===== config.mk =====
export PLATFORM = sky130hd
export DESIGN_NAME = dbf_scan_sequencer
export DESIGN_NICKNAME = d
export VERILOG_FILES = /design/src/rtl/dbf_scan_sequencer.sv
export SDC_FILE = /design/constraint.sdc
export NUM_CORES = 1
export LEC_CHECK = 0
export ABC_CLOCK_PERIOD_IN_PS = 4850
export CELL_PAD_IN_SITES_DETAIL_PLACEMENT = 1
export CELL_PAD_IN_SITES_GLOBAL_PLACEMENT = 2
export CORE_ASPECT_RATIO = 2
export CORE_MARGIN = 3
export CORE_UTILIZATION = 36
export CTS_BUF_LIST = sky130_fd_sc_hd__clkbuf_4 sky130_fd_sc_hd__clkbuf_8 sky130_fd_sc_hd__clkbuf_16
export CTS_CLUSTER_SIZE = 20
export DETAILED_ROUTE_END_ITERATION = 10
export GPL_TIMING_DRIVEN = 0
export PLACE_DENSITY = 0.92
export SLEW_MARGIN = 0
export SYNTH_ARGS = -nofsm -noshare
export SYNTH_HDL_FRONTEND = slang
export SYNTH_SLANG_ARGS = --single-unit

===== constraint.sdc =====
create_clock -name clk -period 4.85 [get_ports clk]
set_input_delay 1.2125 -clock clk [delete_from_list [all_inputs] [get_ports clk]]
set_output_delay 1.2125 -clock clk [all_outputs]
set_load 0.005 [all_outputs]

===== src/rtl/dbf_scan_sequencer.sv =====
// Per-frame scan-line sequencer driving LUT load, TX burst, settle gap and RX window to all channels.
// Optional overrun counter built only when DBF_SEQ_OVERRUN_CNT_EN is defined.
module dbf_scan_sequencer #(
    parameter int unsigned ADDR_WD       = 10,
    parameter int unsigned RX_SAMPLES    = 1024,
    parameter int unsigned TX_CYCLES     = 64,
    parameter int unsigned SETTLE_CYCLES = 16,
    parameter int unsigned NUM_LINES     = 128,
    parameter int unsigned LINE_WD       = 8
) (
    input  logic               clk,
    input  logic               rst,
    input  logic               frame_start,
    input  logic               abort,
    output logic [ADDR_WD-1:0] dbf_lut_addr,
    output logic               dbf_lut_we,
    output logic               tx_en,
    output logic               start,
    output logic [LINE_WD-1:0] line_idx,
    output logic               busy,
    output logic               line_done,
    output logic               frame_done,
    output logic [7:0]         overrun_cnt
);

    localparam int unsigned CNT_WD = ADDR_WD + 1;

    localparam logic [CNT_WD-1:0]  RxReload     = CNT_WD'(RX_SAMPLES - 1);
    localparam logic [CNT_WD-1:0]  TxReload     = CNT_WD'(TX_CYCLES - 1);
    localparam logic [CNT_WD-1:0]  SettleReload = CNT_WD'(SETTLE_CYCLES - 1);
    localparam logic [LINE_WD-1:0] LastLine     = LINE_WD'(NUM_LINES - 1);

    typedef enum logic [2:0] {
        StIdle,
        StLoad,
        StTx,
        StSettle,
        StRx,
        StNext
    } state_e;

    state_e            state_q;
    logic [CNT_WD-1:0] cnt_q;
    logic              cnt_zero;

    assign cnt_zero = (cnt_q == '0);

    // State and every output are updated together so each output is a plain flop.
    always_ff @(posedge clk or posedge rst) begin
        if (rst) begin
            state_q      <= StIdle;
            cnt_q        <= '0;
            dbf_lut_addr <= '0;
            dbf_lut_we   <= 1'b0;
            tx_en        <= 1'b0;
            start        <= 1'b0;
            line_idx     <= '0;
            busy         <= 1'b0;
            line_done    <= 1'b0;
            frame_done   <= 1'b0;
        end else if (abort && (state_q != StIdle)) begin
            state_q      <= StIdle;
            cnt_q        <= '0;
            dbf_lut_addr <= '0;
            dbf_lut_we   <= 1'b0;
            tx_en        <= 1'b0;
            start        <= 1'b0;
            line_idx     <= '0;
            busy         <= 1'b0;
            line_done    <= 1'b0;
            frame_done   <= 1'b0;
        end else begin
            line_done  <= 1'b0;
            frame_done <= 1'b0;
            case (state_q)
                StIdle: begin
                    if (frame_start && !abort) begin
                        state_q      <= StLoad;
                        cnt_q        <= RxReload;
                        dbf_lut_addr <= '0;
                        dbf_lut_we   <= 1'b1;
                        busy         <= 1'b1;
                    end
                end
                StLoad: begin
                    if (cnt_zero) begin
                        state_q      <= StTx;
                        cnt_q        <= TxReload;
                        dbf_lut_addr <= '0;
                        dbf_lut_we   <= 1'b0;
                        tx_en        <= 1'b1;
                    end else begin
                        cnt_q        <= cnt_q - CNT_WD'(1);
                        dbf_lut_addr <= dbf_lut_addr + ADDR_WD'(1);
                    end
                end
                StTx: begin
                    if (cnt_zero) begin
                        state_q <= StSettle;
                        cnt_q   <= SettleReload;
                        tx_en   <= 1'b0;
                    end else begin
                        cnt_q <= cnt_q - CNT_WD'(1);
                    end
                end
                StSettle: begin
                    if (cnt_zero) begin
                        state_q      <= StRx;
                        cnt_q        <= RxReload;
                        dbf_lut_addr <= '0;
                        start        <= 1'b1;
                    end else begin
                        cnt_q <= cnt_q - CNT_WD'(1);
                    end
                end
                StRx: begin
                    if (cnt_zero) begin
                        state_q      <= StNext;
                        cnt_q        <= '0;
                        dbf_lut_addr <= '0;
                        start        <= 1'b0;
                        line_done    <= 1'b1;
                        frame_done   <= (line_idx == LastLine);
                    end else begin
                        cnt_q        <= cnt_q - CNT_WD'(1);
                        dbf_lut_addr <= dbf_lut_addr + ADDR_WD'(1);
                    end
                end
                StNext: begin
                    if (line_idx == LastLine) begin
                        state_q  <= StIdle;
                        line_idx <= '0;
                        busy     <= 1'b0;
                    end else begin
                        state_q      <= StLoad;
                        cnt_q        <= RxReload;
                        line_idx     <= line_idx + LINE_WD'(1);
                        dbf_lut_addr <= '0;
                        dbf_lut_we   <= 1'b1;
                    end
                end
                default: begin
                    state_q <= StIdle;
                end
            endcase
        end
    end

`ifdef DBF_SEQ_OVERRUN_CNT_EN
    logic frame_accept;

    assign frame_accept = frame_start && !abort && (state_q == StIdle);

    // Counts rejected starts, including those landing on the final NEXT cycle.
    always_ff @(posedge clk or posedge rst) begin
        if (rst) begin
            overrun_cnt <= 8'd0;
        end else if (frame_accept) begin
            overrun_cnt <= 8'd0;
        end else if (frame_start && busy && (overrun_cnt != 8'hFF)) begin
            overrun_cnt <= overrun_cnt + 8'd1;
        end
    end
`else
    assign overrun_cnt = 8'd0;
`endif

endmodule

==> flow_summary.ini, run 1 <==
[outcome]
status = finished, final reports clean

[power]
power.total_w = 0.00141
p_per_area_nw_per_um2 = 450
p_leak_nw = 1.24
peakVddDrop_v = 0.000205

[clock_tree]
path_clk_slew_ps = 60
root_buffer = clkbuf_16
holdBufCountCts = 0
clock_path_buffers = 2
tritoncts = done
cts_setup_buffers = 0
insertion_delay_ps = 290
htreeDepth = 2
cts_buffers = 5
cts_resized = 0
clock_sinks = 38

[critical_path]
cp_cell_sequence = clkdlybuf4s50_1, nor2b_1, o21ai_0, nor2_1, o221a_2
critPathKind = input pin to flop
cpMaxStageDelayCell = o21ai_0
critPathLaunchType = input pin
critPathArrivalTime_ps = 2970
required_ps = 5030
cpPeakStageDelay_ps = 520
crit_fanout = 5
cp-end-kind = flop

[logic_synthesis]
synth.area.top_cells = dfrtp_1, o21ai_0, inv_1
yosysMostFrequentCell = dfrtp_1
synth_cell_types = 66
synth-edff-count = 0
syn-cell-area_um2 = 2590
ys_warn_count = 0
ys_top_cells_by_count = dfrtp_1, o21ai_0, inv_1, nor2_1, nand3_1
synth_flop_cell = dfrtp_1
async_flop_share = 1.00
netlist_instances = 291
ys_ff_latch = 38
synth_area_per_cell_um2 = 8.92
synth_seq_area_share = 0.366
synth.largest_area_cell = dfrtp_1
netlist.area_leader.share = 0.366

[sta]
finalHoldViolations = 0
fin_crit_sh = 0.576
finalSetupTns_ps = 0
grt_setup_unrepaired = false
relSlewSlack = 0.433
fin_skew_ps = 8.88
setup_viol = 0
fmax_ghz = 0.358
max_slew.worst_pin.slew_ps = 849
drv_slew = 0
post-route-min-period_ps = 2790

[floorplanning]
fp.dieH_um = 126
dieArea_um2 = 8330
chipWidth_um = 66.0
coreArea_um2 = 6990
num_rows = 43
start_util = 0.371
io_pins = 36

[global_route]
grt_usage = 0.202
grt_overflow = 0
grt_pass1_wl_mm = 13.1
grt_max_degree = 39
antenna_found_initial = 0
grt_pass1_vias = 2605

[placed_design]
io_buffers = 26
place.gp.congestion = 0.843
dp_hpwl_mm = 5.93

[drt]
drt_iter0_markers = 159
post_drt_wl_per_cell_um = 18.6
final_antenna_net_count = 0
vias = 2447
vias_per_cell = 5.81
routed_wirelength_mm = 7.82
drt_first_pass_iters = 4
drc_errors = 0

[final_layout]
fin_util = 0.448
layout-drive-gt1-share = 0.106
layout.nets = 339
syn_to_final_growth_pct = 20.8
n_antenna_cell = 0

[worst_hold_path]
hp-class = flop to flop

[run]
cap_violations = 0
## logic make-up after synthesis
group           count (synthesis)  share of synthesized area
xor+xnor                        5                     0.0169
flops                          38                      0.366
compound gates                 86                      0.244
fa+ha+maj                       4                     0.0193
other cells                     1                    0.00145
mux                             6                     0.0236
simple gates                  107                      0.249
buf+inv                        44                     0.0786
## cells in the final DEF (no fill, tap or decap), types with 6 or more instances in the layout
cell type        synthesis  layout
dfrtp_1                 38      38
clkdlybuf4s50_1          0      26
o21ai_0                 21      21
nor2_1                  18      18
inv_1                   18      17
nand3_1                 12      12
nand2_1                 11      11
clkbuf_1                10      10
nor3_1                   9       9
nand4_1                  8       8
buf_4                    8       8
conb_1                   1       8
buf_2                    7       7
nor2b_1                  7       7
a31oi_1                  7       7
a21oi_1                  7       7
o221ai_1                 7       7
and3_1                   6       6
o31ai_1                  6       6
## report_power, final
part           switching, W  internal, W  leakage (nW)  total, W
Combinational      0.000347     0.000243         0.680  0.000590
Sequential         0.000103     0.000389         0.493  0.000492
Clock              0.000130     0.000199        0.0708  0.000329
Total              0.000580     0.000832          1.24   0.00141
## state kept, by name, indices dropped and copies added, names as in the netlist
register,flops
busy,1
cnt_q,11
dbf_lut_addr,10
dbf_lut_we,1
frame_done,1
line_done,1
line_idx,8
start,1
state_q,3
tx_en,1
## stage by stage
step	setup slack (ps)	cell area (um^2)	hold WS [ps]	std cells
3_3_place_gp	1770	2990	494	414
4_1_cts	2050	3130	532	421
3_5_place_dp	1770	2990	523	414
2_1_floorplan	2200	2620	464	298
5_1_grt	1940	3130	559	421
6_report	2060	3130	528	421
## worst max-delay path, delay by kind of cell
family | cells | cell delay [ps]
compound gates | 2 | 850
buf+inv | 1 | 450
simple gates | 2 | 460
## layout make-up
type	instances	area (um^2)
sequential	38	951
fill	847	3860
inverter	18	67.6
clock buffer	7	140
multi-input combinational	216	1470
timing repair buffer	26	260
tap	90	113
buffer	26	136
## worst paths after layout
check / from / to / slack, ps / depth (start not counted)
max: frame_start / cnt_q[2]$_DFFE_PP0P_ / 2060 / 5
min reg2reg: line_idx[2]$_DFFE_PP0N_ / line_idx[2]$_DFFE_PP0N_ / 530 / 1
max reg2reg: cnt_q[0]$_DFFE_PP0P_ / dbf_lut_addr[8]$_DFFE_PP0P_ / 2390 / 7
max in group asynchronous: rst / dbf_lut_addr[6]$_DFFE_PP0P_ / 2890 / 2
min: line_idx[2]$_DFFE_PP0N_ / line_idx[2]$_DFFE_PP0N_ / 530 / 1
min in group asynchronous: rst / cnt_q[6]$_DFFE_PP0P_ / 1420 / 2
## metal layers
| metal | GRT usage | routed length, um | vias to the layer above |
|---|---|---|---|
| met4 | 0.111 | 337 | 0 |
| met2 | 0.382 | 4500 | 48 |
| met3 | 0.0294 | 208 | 24 |
| met1 | 0.201 | 2780 | 1214 |
| met5 | 0 | 0 | - |
| li1 | - | - | 1161 |
No activity file was read; power rests on OpenSTA's default activity.
==> run 2, diff against run 1 <==
--- a/config.mk
+++ b/config.mk
@@ -5,17 +5,17 @@
 export SDC_FILE = /design/constraint.sdc
 export NUM_CORES = 1
 export LEC_CHECK = 0
-export ABC_CLOCK_PERIOD_IN_PS = 4850
+export ABC_CLOCK_PERIOD_IN_PS = 2400
 export CELL_PAD_IN_SITES_DETAIL_PLACEMENT = 1
 export CELL_PAD_IN_SITES_GLOBAL_PLACEMENT = 2
 export CORE_ASPECT_RATIO = 2
 export CORE_MARGIN = 3
-export CORE_UTILIZATION = 36
+export CORE_UTILIZATION = 30
 export CTS_BUF_LIST = sky130_fd_sc_hd__clkbuf_4 sky130_fd_sc_hd__clkbuf_8 sky130_fd_sc_hd__clkbuf_16
 export CTS_CLUSTER_SIZE = 20
 export DETAILED_ROUTE_END_ITERATION = 10
 export GPL_TIMING_DRIVEN = 0
-export PLACE_DENSITY = 0.92
+export PLACE_DENSITY = 0.82
 export SLEW_MARGIN = 0
 export SYNTH_ARGS = -nofsm -noshare
 export SYNTH_HDL_FRONTEND = slang
==> constraint.sdc (replaced) <==
create_clock -name clk -period 2.4 [get_ports clk]
set_input_delay 0.6 -clock clk [delete_from_list [all_inputs] [get_ports clk]]
set_output_delay 0.6 -clock clk [all_outputs]
set_load 0.005 [all_outputs]
==> run 2 against run 1 <==
Combinational power up 110%. Critical endpoint unchanged. Sequential power up 110%. Worst setup slack worse by 1900 ps. Hold slack worse by 17 ps. Die area up 19%. Clock power up 140%. Highest routed layer unchanged. Total power up 120%. Design area up 2.3%.
==> flow_summary.ini, run 2 (synthesized netlist as in run 1, its figures left out) <==
[global_route]
grt_pass1_wl_mm = 13.6
antenna_found_initial = 0
grt_overflow = 0
grt_max_degree = 39
grt_pass1_vias = 2664
grt_usage = 0.176

[final_layout]
regMostFlops = cnt_q
fin_area_um2 = 3210
nFillCells = 1018
ff_latch_area_um2 = 951
largest_reg_flops = 11
final_cells = 431
layout-drive-gt1-share = 0.117
final_common_cell = dfrtp_1
layout.nets = 340
largest_registers = cnt_q: 11 flops, dbf_lut_addr: 10 flops, line_idx: 8 flops
syn_to_final_growth_pct = 23.6
layout.cells.most_common_list = dfrtp_1, clkdlybuf4s50_1, o21ai_0
multi_input_area_um2 = 1480
n_antenna_cell = 0

[clock_tree]
clock_path_buffers = 2
path_clk_slew_ps = 60
cts_buffers = 5
holdBufCountCts = 0
root_buffer = clkbuf_16
insertion_delay_ps = 290
htreeDepth = 2
tritoncts = done
clock_sinks = 38

[critical_path]
critPathKind = flop to flop
critPathArrivalTime_ps = 2440
r2r_slack_ps = 140
reg2reg_depth = 6
cp-end-kind = flop
r2r-start = state_q[2]$_DFFE_PP0P_
startpoint = state_q[2]$_DFFE_PP0P_
crit_fanout = 8
endpoint = cnt_q[2]$_DFFE_PP0P_
r2r-end = cnt_q[2]$_DFFE_PP0P_
critPathLaunchType = flop
required_ps = 2580

[sta]
post-route-min-period_ps = 2260
grt_setup_unrepaired = false
finalHoldViolations = 0
max_slew.worst_pin.slew_ps = 869
fmax_ghz = 0.442
drv_slew = 0
relSlewSlack = 0.420
fin_skew_ps = 2.34
setup_viol = 0
fin_crit_sh = 0.942

[drt]
drc_errors = 0
final_antenna_net_count = 0
vias = 2519
post_drt_wl_per_cell_um = 19.1
drt_first_pass_iters = 4
vias_per_cell = 5.84
drt_iter0_markers = 124
routed_wirelength_mm = 8.25

[placed_design]
io_buffers = 26
place.gp.congestion = 0.861
dp_hpwl_mm = 6.21
place_area_um2 = 3000
dp_cells = 422

[floorplanning]
io_pins = 36
fp.dieH_um = 138
chipWidth_um = 71.8
num_rows = 47
start_util = 0.311
dieArea_um2 = 9870
coreArea_um2 = 8350

[outcome]
status = finished, final reports clean

[power]
p_leak_nw = 1.26
power.total_w = 0.00304
peakVddDrop_v = 0.000286
p_per_area_nw_per_um2 = 947

[worst_hold_path]
hp-class = flop to flop

[run]
cap_violations = 0
## run 2: changes by cell type in the layout (fill, tap and decap cells not counted)
| cell | before | now |
|---|---|---|
| clkbuf_4 | 2 | 0 |
| clkinvlp_4 | 0 | 2 |
| buf_12 | 0 | 1 |
| bufinv_16 | 0 | 1 |
| clkbuf_1 | 10 | 9 |
| clkbuf_2 | 0 | 1 |
| nor2_1 | 18 | 17 |
| nor2_2 | 0 | 1 |
| nor4_2 | 1 | 0 |
| nor4_4 | 2 | 3 |
## run 2: layout make-up
type | instances | share of cell area
buffer | 26 | 0.0429
clock buffer | 5 | 0.0390
clock inverter | 3 | 0.0140
inverter | 18 | 0.0211
multi-input combinational | 216 | 0.461
sequential | 38 | 0.297
tap | 98 | 0.0382
timing repair buffer | 27 | 0.0874
## run 2: worst min-delay path by stage
stage | from | endpoint | slack, ps | cells past startpoint
after floorplan | cnt_q[10]$_DFFE_PP0P_ | cnt_q[10]$_DFFE_PP0P_ | 460 | 1
after global placement | busy$_DFFE_PP0P_ | busy$_DFFE_PP0P_ | 490 | 1
after detailed placement | busy$_DFFE_PP0P_ | busy$_DFFE_PP0P_ | 490 | 1
after CTS | busy$_DFFE_PP0P_ | busy$_DFFE_PP0P_ | 510 | 1
after global routing | busy$_DFFE_PP0P_ | busy$_DFFE_PP0P_ | 520 | 1
final | cnt_q[10]$_DFFE_PP0P_ | cnt_q[10]$_DFFE_PP0P_ | 510 | 1
## run 2: worst max-delay path, cell delays in order, from the launching register on
cell and delay (ps):
dfrtp_1 500, nor4bb_1 310, clkbuf_1 370, and3_1 210, buf_2 250, nor2_1 180
o221a_2 330
## run 2: through the flow
| step | utilization | worst slack (ps) | setup TNS, ps | hold slack, ps |
|---|---|---|---|---|
| 3_5_place_dp | 0.360 | -109 | -555 | 493 |
| 4_1_cts | 0.380 | 32.2 | 0 | 507 |
| 3_3_place_gp | 0.360 | -105 | -4200 | 495 |
| 2_1_floorplan | - | 365 | 0 | 464 |
| 6_report | 0.384 | 140 | 0 | 511 |
| 5_1_grt | 0.384 | 1.11 | 0 | 521 |
## run 2: report_power, final
group	switching, W	internal (W)	total, W
clock network	0.000291	0.000491	0.000781
logic	0.000728	0.000523	0.00125
registers	0.000219	0.000786	0.00101
## run 2: layer usage
metal / vias to the layer above / global-route usage / share of wire
met1: 1273 / 0.179 / 0.36
met2: 51 / 0.340 / 0.58
met5: - / 0 / 0
met3: 21 / 0.0197 / 0.023
met4: 0 / 0.0921 / 0.038
li1: 1174 / - / -
## run 2: repair_timing
item,CTS,global route
gates resized for setup,0,4
setup endpoints to repair,9,12
pin swaps,1,1
buffers inserted,0,1
